**src/rtl/spi_target.sv**
```systemverilog
// spi_target: SPI mode-3 (CPOL=1, CPHA=1) responder that models a
// register-mapped sensor. A frame is CS low, 16 SPC cycles, MSB first:
// RW (1=read), AD6..AD0, then D7..D0. The register file is also reachable
// from a local port for loopback and for bench preloading.
//
// Parameters:
//   NUM_REGS  registers at addresses 0..NUM_REGS-1 (1..128)
//   ID_ADDR   address of the read-only ID register
//   ID_VAL    value returned at ID_ADDR
//
// Ports:
//   clk, reset        system clock (>= 8x SPC), asynchronous active-high reset
//   SPC, CS, SDI      SPI clock (idles high), chip select (active low), data in
//   SDO               SPI data out; 0 outside the data phase of a read
//   laddr/lwe/lwdata  local register write port (one clk per write)
//   lrdata            combinational read of regs[laddr]
//   wr_stb            1-clk pulse when an SPI write commits
//   wr_addr, wr_data  address and data of the last SPI write
//   frame_err         1-clk pulse when CS rises in the middle of a frame
//   state_dbg         current FSM state (IDLE=0, CMD=1, DATA=2, HOLD=3)
//
// Build option: define SPI_TGT_AUTOINC_EN for multi-byte frames with the
// address incrementing (mod 128) after every data byte.

module spi_target #(
   parameter int         NUM_REGS = 64,
   parameter logic [6:0] ID_ADDR  = 7'h0F,
   parameter logic [7:0] ID_VAL   = 8'h33
) (
   input  logic       clk,
   input  logic       reset,
   input  logic       SPC,
   input  logic       CS,
   input  logic       SDI,
   output logic       SDO,
   input  logic [6:0] laddr,
   input  logic       lwe,
   input  logic [7:0] lwdata,
   output logic [7:0] lrdata,
   output logic       wr_stb,
   output logic [6:0] wr_addr,
   output logic [7:0] wr_data,
   output logic       frame_err,
   output logic [1:0] state_dbg
);

   typedef enum logic [1:0] {
      IDLE = 2'd0,
      CMD  = 2'd1,
      DATA = 2'd2,
      HOLD = 2'd3
   } state_t;

   state_t      state_q, state_nx;
   logic        frame_err_nx;
   logic        cmd_last;       // 8th rise of the command byte
   logic        data_last;      // 8th rise of a data byte
   logic        data_partial;   // CS rise now would cut a data byte short

   logic        spc_s1, spc_s2, spc_d;
   logic        cs_s1, cs_s2, cs_d;
   logic        sdi_s1, sdi_s2;
   logic        primed_q, armed_q;
   logic        spc_rise, spc_fall, cs_fall;

   logic [2:0]  bit_cnt_q;
   logic [6:0]  sh_q;           // last seven sampled SDI bits
   logic        rw_q;
   logic [6:0]  addr_q;
   logic [7:0]  tx_q;
   logic [6:0]  cmd_addr;
   logic [7:0]  rx_byte;
   logic [7:0]  regs [128];
`ifdef SPI_TGT_AUTOINC_EN
   logic        multi_q;        // at least one data byte of this frame completed
`endif

   function automatic logic in_range(input logic [6:0] a);
      return (int'(a) < NUM_REGS);
   endfunction

   function automatic logic writable(input logic [6:0] a);
      return in_range(a) && (a != ID_ADDR);
   endfunction

   function automatic logic [7:0] reg_value(input logic [6:0] a);
      if (a == ID_ADDR)
         return ID_VAL;
      else if (in_range(a))
         return regs[a];
      else
         return 8'h00;
   endfunction

   // Synchronizers reset to the idle bus (SPC=1, CS=1). armed_q only goes
   // high once a real CS-high level has been seen after reset, so a CS that
   // is still low from an interrupted frame cannot start a new one.
   always_ff @(posedge clk or posedge reset) begin
      if (reset) begin
         spc_s1   <= 1'b1;
         spc_s2   <= 1'b1;
         spc_d    <= 1'b1;
         cs_s1    <= 1'b1;
         cs_s2    <= 1'b1;
         cs_d     <= 1'b1;
         sdi_s1   <= 1'b0;
         sdi_s2   <= 1'b0;
         primed_q <= 1'b0;
         armed_q  <= 1'b0;
      end else begin
         spc_s1   <= SPC;
         spc_s2   <= spc_s1;
         spc_d    <= spc_s2;
         cs_s1    <= CS;
         cs_s2    <= cs_s1;
         cs_d     <= cs_s2;
         sdi_s1   <= SDI;
         sdi_s2   <= sdi_s1;
         primed_q <= 1'b1;
         if (primed_q && cs_s1)
            armed_q <= 1'b1;
      end
   end

   assign spc_rise = spc_s2 & ~spc_d;
   assign spc_fall = ~spc_s2 & spc_d;
   assign cs_fall  = armed_q & cs_d & ~cs_s2;
   assign cmd_addr = {sh_q[5:0], sdi_s2};
   assign rx_byte  = {sh_q, sdi_s2};

`ifdef SPI_TGT_AUTOINC_EN
   // Ending the frame right after a completed byte is a clean stop.
   assign data_partial = (bit_cnt_q != 3'd0) || !multi_q;
`else
   assign data_partial = 1'b1;
`endif

   always_ff @(posedge clk or posedge reset) begin
      if (reset)
         state_q <= IDLE;
      else
         state_q <= state_nx;
   end

   // CS high overrides everything, including an SPC edge in the same clk.
   always_comb begin
      state_nx     = state_q;
      frame_err_nx = 1'b0;
      cmd_last     = 1'b0;
      data_last    = 1'b0;
      if (cs_s2) begin
         state_nx = IDLE;
         if ((state_q == CMD && bit_cnt_q != 3'd0) || (state_q == DATA && data_partial))
            frame_err_nx = 1'b1;
      end else begin
         case (state_q)
            IDLE: if (cs_fall) state_nx = CMD;
            CMD: begin
               if (spc_rise && bit_cnt_q == 3'd7) begin
                  cmd_last = 1'b1;
                  state_nx = DATA;
               end
            end
            DATA: begin
               if (spc_rise && bit_cnt_q == 3'd7) begin
                  data_last = 1'b1;
`ifdef SPI_TGT_AUTOINC_EN
                  state_nx  = DATA;
`else
                  state_nx  = HOLD;
`endif
               end
            end
            HOLD:    state_nx = HOLD;
            default: state_nx = IDLE;
         endcase
      end
   end

   assign state_dbg = state_q;

   // wr_stb and frame_err are single-clk strobes with no back-pressure: a
   // consumer that cares must capture them in the clk they are high.
   always_ff @(posedge clk or posedge reset) begin
      if (reset) begin
         bit_cnt_q <= 3'd0;
         sh_q      <= 7'd0;
         rw_q      <= 1'b0;
         addr_q    <= 7'd0;
         tx_q      <= 8'h00;
         SDO       <= 1'b0;
         wr_stb    <= 1'b0;
         wr_addr   <= 7'd0;
         wr_data   <= 8'h00;
         frame_err <= 1'b0;
`ifdef SPI_TGT_AUTOINC_EN
         multi_q   <= 1'b0;
`endif
         for (int i = 0; i < 128; i++)
            regs[i] <= 8'h00;
      end else begin
         wr_stb    <= 1'b0;
         frame_err <= frame_err_nx;

         // Counter wraps 7->0 at the end of each byte.
         if (cs_s2 || state_q == IDLE || state_q == HOLD)
            bit_cnt_q <= 3'd0;
         else if (spc_rise) begin
            bit_cnt_q <= bit_cnt_q + 3'd1;
            sh_q      <= {sh_q[5:0], sdi_s2};
         end

         // Read data leaves on SPC falls; the byte to send was captured at
         // the preceding 8th rise, so later local writes cannot disturb it.
         if (state_q == DATA && rw_q && !cs_s2) begin
            if (spc_fall) begin
               SDO  <= tx_q[7];
               tx_q <= {tx_q[6:0], 1'b0};
            end
         end else begin
            SDO <= 1'b0;
         end

         if (cmd_last) begin
            rw_q   <= sh_q[6];
            addr_q <= cmd_addr;
            if (sh_q[6])
               tx_q <= reg_value(cmd_addr);
         end

         // Local write first so an SPI write to the same address wins.
         if (lwe && writable(laddr))
            regs[laddr] <= lwdata;

         if (data_last) begin
            if (!rw_q) begin
               wr_stb  <= 1'b1;
               wr_addr <= addr_q;
               wr_data <= rx_byte;
               if (writable(addr_q))
                  regs[addr_q] <= rx_byte;
            end
`ifdef SPI_TGT_AUTOINC_EN
            addr_q  <= addr_q + 7'd1;
            multi_q <= 1'b1;
            if (rw_q)
               tx_q <= reg_value(addr_q + 7'd1);
`endif
         end

`ifdef SPI_TGT_AUTOINC_EN
         if (state_q != DATA)
            multi_q <= 1'b0;
`endif
      end
   end

   always_comb begin
      lrdata = 8'h00;
      if (laddr == ID_ADDR)
         lrdata = ID_VAL;
      else if (in_range(laddr))
         lrdata = regs[laddr];
   end

endmodule
```
**config.mk**
```make
export PLATFORM = sky130hd
export DESIGN_NAME = spi_target
export DESIGN_NICKNAME = d
export VERILOG_FILES = /design/src/rtl/spi_target.sv
export SDC_FILE = /design/constraint.sdc
export NUM_CORES = 2
export LEC_CHECK = 0
export CORE_MARGIN = 4
export CORE_UTILIZATION = 45
export DETAILED_ROUTE_END_ITERATION = 6
export GPL_ROUTABILITY_DRIVEN = 1
export SKIP_LAST_GASP = 1
export SYNTH_ARGS = -nofsm -noshare
export SYNTH_HDL_FRONTEND = slang
export SYNTH_SLANG_ARGS = --single-unit
```
**constraint.sdc**
```tcl
create_clock -name clk -period 48.3 [get_ports clk]
set_input_delay 9.66 -clock clk [delete_from_list [all_inputs] [get_ports clk]]
set_output_delay 9.66 -clock clk [all_outputs]
set_load 0.02 [all_outputs]
```
Word-level counts from Yosys, hierarchy flattened
Index checks and enable logic that the tools add are counted.
{"block": "totals", "reg_bits": 1080, "input_bits": 21, "out_inout_bits": 28, "wordCells": 244}
{"block": "op_classes", "order_cmp": 8, "mux": 42, "n_addsub": 1, "n_reduce_logical": 20, "bitwise": 12, "n_eq_ne": 12}
{"op": "$mux 1024", "n": 4}
{"op": "$bwmux 1024", "n": 2}
{"op": "$bmux 8 s7", "n": 2}
{"op": "$demux 8 s7", "n": 2}
{"op": "$mux 8", "n": 14}
{"op": "$ge 8x8->1 const B", "n": 3}
{"op": "$not 7->8", "n": 3}
{"op": "$lt 7x7->1 const B", "n": 3}
{"op": "$lt 8x1->1 const B", "n": 2}
{"op": "$eq 7x4->1 const B", "n": 2}
{"op": "$ne 7x4->1 const B", "n": 2}
{"op": "$mux 1", "n": 11}
{"op": "$logic_and 1x1->1", "n": 10}
{"op": "$mux 2", "n": 4}
{"op": "$pmux 2 s4", "n": 1}
{"op": "$mux 3", "n": 2}
{"op": "$ne 3x2->1 const B", "n": 2}
{"op": "$not 1->1", "n": 5}
{"op": "$and 1x1->1", "n": 4}
{"op": "$eq 2x2->1 const B", "n": 2}
{"op": "$reduce_and 2->1", "n": 2}
{"op": "$add 3x1->3 const B", "n": 1}
{"op": "$eq 3x3->1 const B", "n": 1}
{"op": "$logic_or 1x1->1", "n": 3}
{"op": "other kinds (8)", "n": 8}

Longest topological paths before layout
{"block": "logic_depth", "ltp_word": 11, "depth_mapped": 11, "mapped_depth_nobuf": 8}

Least setup slack after synthesis
No wires, ideal clock.
{"block": "synth_timing", "kind": "input port to output port", "from": "input port laddr[1]", "to": "output port lrdata[4]", "path_stages": 9, "arrival_ps": 11501, "slack_ps": 27139, "path_buffers": 4, "required_ps": 38640, "cell_sequence": "buf_4 buf_6 buf_2 buf_2 mux2_2 a221oi_1 o22ai_1 a32oi_1 nand4b_1"}
{"block": "synth_between", "elab_chain_cells": 6, "word_cells_on_any_way": 8, "classes_between": "order compare: 1; eq/ne: 1; mux: 5; bitwise: 1"}
{"element": "start, declared", "line": "36", "text": "input logic [6:0] laddr,"}
{"element": "$not 7->8 (not written as such)", "line": "263", "text": "lrdata = regs[laddr];"}
{"element": "$bmux 8 s7", "line": "263"}
{"element": "$mux 8 (not written as such) (2 in series)", "line": "263"}
{"element": "$mux 8", "line": "262", "text": "else if (in_range(laddr))"}
{"element": "$mux 8 (*)", "line": "260", "text": "if (laddr == ID_ADDR)"}
{"element": "end, declared", "line": "39", "text": "output logic [7:0] lrdata,"}
Mark *: on every way between the ends. The rest lies on a longest branch, timed or not. The select of a mux whose other input is x is not followed.

Worst setup path after layout
{"block": "layout_timing", "from": "input port laddr[0]", "to": "output port lrdata[6]"}
Same word-level chain as after synthesis.

==> results.md <==
* Status: finished, violations left
* Violated checks: DRC
* H-tree depth at 3
* Die area at 0.08189 mm^2
* GR Util met3 at 10.61%
* WHS Path Cells at 0
* Clock sink count at 568
* Most common cell after layout, fill and taps aside: mux2i_1
* FF+latch count, synth at 568
* Kind of critical path: input pin to primary output
* Area post-placement at 0.03556 mm^2
* Pwr per Cell Area at 34.59 mW/mm^2
* FILL cells at 7006
* Worst hold path type: flip-flop to flip-flop
* Post-DP HPWL at 91.71 mm
* CP max FO at 54
* Worst-skew pair later-pin latency at 650 ps
* Setup Skew at 36.58 ps
* GP Congestion at 0.9926
* Final nets at 3339
* Critical Path RT at 38640 ps
* Clk slew on worst S/H paths at 60 ps
* Gr ovfl total at 0
* First drt pass iteration count at 7
* Initial antenna violation count at 5
* Slowest stage cell, crit path: a2111oi_0
* Root buf cell: clkbuf_16
* Peak supply drop at 0.02480 mV
* Remaining antenna violation count after routing at 0
* Maximum clock frequency at 42.01 MHz
* Cts repair resizes at 0
* Multi-input gate area at 0.01914 mm^2
* Max Slew Vio Count at 0
* Proportion of layout cells with a drive suffix above 1 at 13.64%
* Finished Cell Area at 0.03771 mm^2
* Synth-to-Final Area Change at 8.305%
* Clk buf depth at 3
* R2r endpoint: tx_q[0]
* Slew headroom at 9.327%
* Post-CTS Setup Inserts at 0
* FF/Latch Area at 0.01424 mm^2
* Netlist cell types at 72
* Yosys Warn Count at 0
* Site Rows at 101
* DR DRC count at 1
* Final WS setup at 24500 ps
* Worst Tran Pin Value at 1353 ps
* Flop-to-flop setup slack at 43730 ps
* Worst Hold End: sdi_s2
* CTS Buf Count at 66
* Routed wire length at 139.6 mm
* Top_reg_cell synth: dfrtp_1
* Syn Nets at 3498
* Static leakage at 0.01597 uW
* Die W at 286.2 um
* Post-synthesis async set-or-reset flop share at 100.0%
* Met2 Usage GRT at 49.07%
* I/O Pins at 49
* Synth Cell Area at 0.03482 mm^2
* Final Hold Viols at 0
* Largest net degree at the start of global routing at 168
* Crit start category: input pin
* GR peak layer: met2
* Initial DRC Count at 4499
* Drt via density at 6.724
* Max Cap Viol at 0
* Slowest stage delay, CP at 770 ps
* GRT Resource Usage Total at 33.47%
* CP endpoint kind: primary output
* Setup TNS at 0 ps
* Post-synth EDFFs at 0
* First-pass GRT wire length at 202.7 mm
* Worst R2R Start: sdi_s2
* Fin crit share at 49.28%
* Worst Hold Launch: sdi_s1
* Final count of negative-setup-slack endpoints at 0
* IO buf count at 48
* Worst path arrival time at 14140 ps
* Most frequent cells in the layout: 620 x mux2i_1, 554 x dfrtp_1, 512 x nor2_1
* Register area share after synthesis at 40.84%
* Vias in the first global route at 27.73k
* Critical Path, Cell by Cell: buf_6, buf_4, buf_4, mux2_2, a2111oi_0, nor3_1, or4_1, clkdlybuf4s50_1
* Cells after Synth at 3474
* Worst slack at placement at 24700 ps
* Initial Util at 45.62%
* Average wire per standard cell at 31.74 um
* Min Tclk post-route at 23800 ps
* Worst reg2reg path depth at 7
* Fin cells at 4399
* Most used cell, CP: buf_4
* Die H at 286.2 um
* # hold bufs at CTS at 0
* Via count at 29.58k
* CORE AREA at 0.07633 mm^2
* Syn avg cell area at 10.02 um^2
* Cells after DPL at 4277
* GR Layer Usage met1 at 45.63%
* CTS tree: done
* RSZ-0062 raised after global routing: no
==> worst max-delay path: cells and delay by family <==
family	cells	cell delay [ps]
AND/OR/NAND/NOR	2	870
buffers and inverters	4	2340
multiplexers	1	410
AO/OA/AOI/OAI	1	770
==> area by class of cell <==
cell class | count | share of cell area (%)
flip-flops and latches | 568 | 37.77
repair buffers | 96 | 2.246
clock inverters | 21 | 0.6072
multi-input cells | 2573 | 50.75
diodes | 5 | 0.03318
clock buffers | 96 | 5.050
well taps | 1030 | 3.418
inverters | 10 | 0.1194
==> synthesized netlist by cell type, types with 8 or more instances <==
| cell type | count | area share [%] |
|---|---|---|
| o22ai_1 | 27 | 0.49 |
| and3_1 | 9 | 0.16 |
| buf_6 | 8 | 0.26 |
| dfrtp_1 | 562 | 40 |
| buf_4 | 26 | 0.56 |
| nor2_2 | 24 | 0.43 |
| a22oi_1 | 59 | 1.3 |
| nor3_1 | 12 | 0.17 |
| a21oi_1 | 504 | 7.2 |
| clkbuf_1 | 198 | 2.1 |
| nor2b_1 | 17 | 0.31 |
| a211oi_1 | 29 | 0.63 |
| nand2_2 | 15 | 0.27 |
| buf_1 | 23 | 0.25 |
| a221oi_1 | 50 | 1.3 |
| mux4_2 | 151 | 9.8 |
| mux2_2 | 61 | 2.0 |
| o21ai_0 | 82 | 1.2 |
| nand2b_1 | 9 | 0.16 |
| inv_1 | 8 | 0.086 |
| o221ai_1 | 15 | 0.38 |
| buf_2 | 68 | 0.98 |
| nor2_1 | 516 | 5.6 |
| a22o_1 | 9 | 0.23 |
| and2_1 | 14 | 0.25 |
| mux2i_1 | 620 | 18 |
| nand2_1 | 242 | 2.6 |
| nand3_1 | 12 | 0.17 |
==> worst max path at each step <==
| stage | startpoint | end | slack [ps] |
|---|---|---|---|
| after global placement | laddr[0] | lrdata[6] | 24730 |
| final | laddr[0] | lrdata[6] | 24500 |
| after detailed placement | laddr[0] | lrdata[6] | 24700 |
| after global routing | laddr[0] | lrdata[7] | 24470 |
| after floorplan | reset | SDO | 22760 |
| after CTS | laddr[0] | lrdata[6] | 24700 |
==> power breakdown <==
| group | switching (uW) | internal, uW |
|---|---|---|
| logic | 149 | 88.0 |
| clock network | 215 | 291 |
| registers | 49.3 | 511 |
==> state kept, by name (all words and copies together), names as in the netlist, 2 cells and up <==
name,cells
wr_data,8
regs,512
state_dbg,2
bit_cnt_q,3
addr_q,7
sh_q,7
wr_addr,7
tx_q,8
==> per-layer routing <==
layer | vias up | wire, um
met5 | - | 27
met4 | 4 | 7635
met3 | 419 | 17090
met2 | 2014 | 60280
met1 | 14840 | 54580
li1 | 12310 | -
==> cell families (layout without fill, tap and decap cells) <==
logic type,Yosys count,count (layout),share of synthesized area (%)
other cells,1,6,0.01077
xor+xnor,1,1,0.02516
buf+inv,333,223,4.287
flops,568,568,40.84
mux,832,832,29.56
compound gates,827,827,13.90
fa+ha+maj,3,3,0.1078
simple gates,909,909,11.26
==> metrics by stage <==
stage / utilization, % / hold slack (ps) / total power, uW
6_report: 49.41 / 347.7 / 1304
3_3_place_gp: 46.59 / 340.1 / 789.8
3_5_place_dp: 46.59 / 339.6 / 795.1
4_1_cts: 49.39 / 358.1 / 1298
5_1_grt: 49.39 / 360.8 / 1341
2_1_floorplan: - / 331.2 / 698.0
Note: power is estimated with default switching activity, not from simulation.
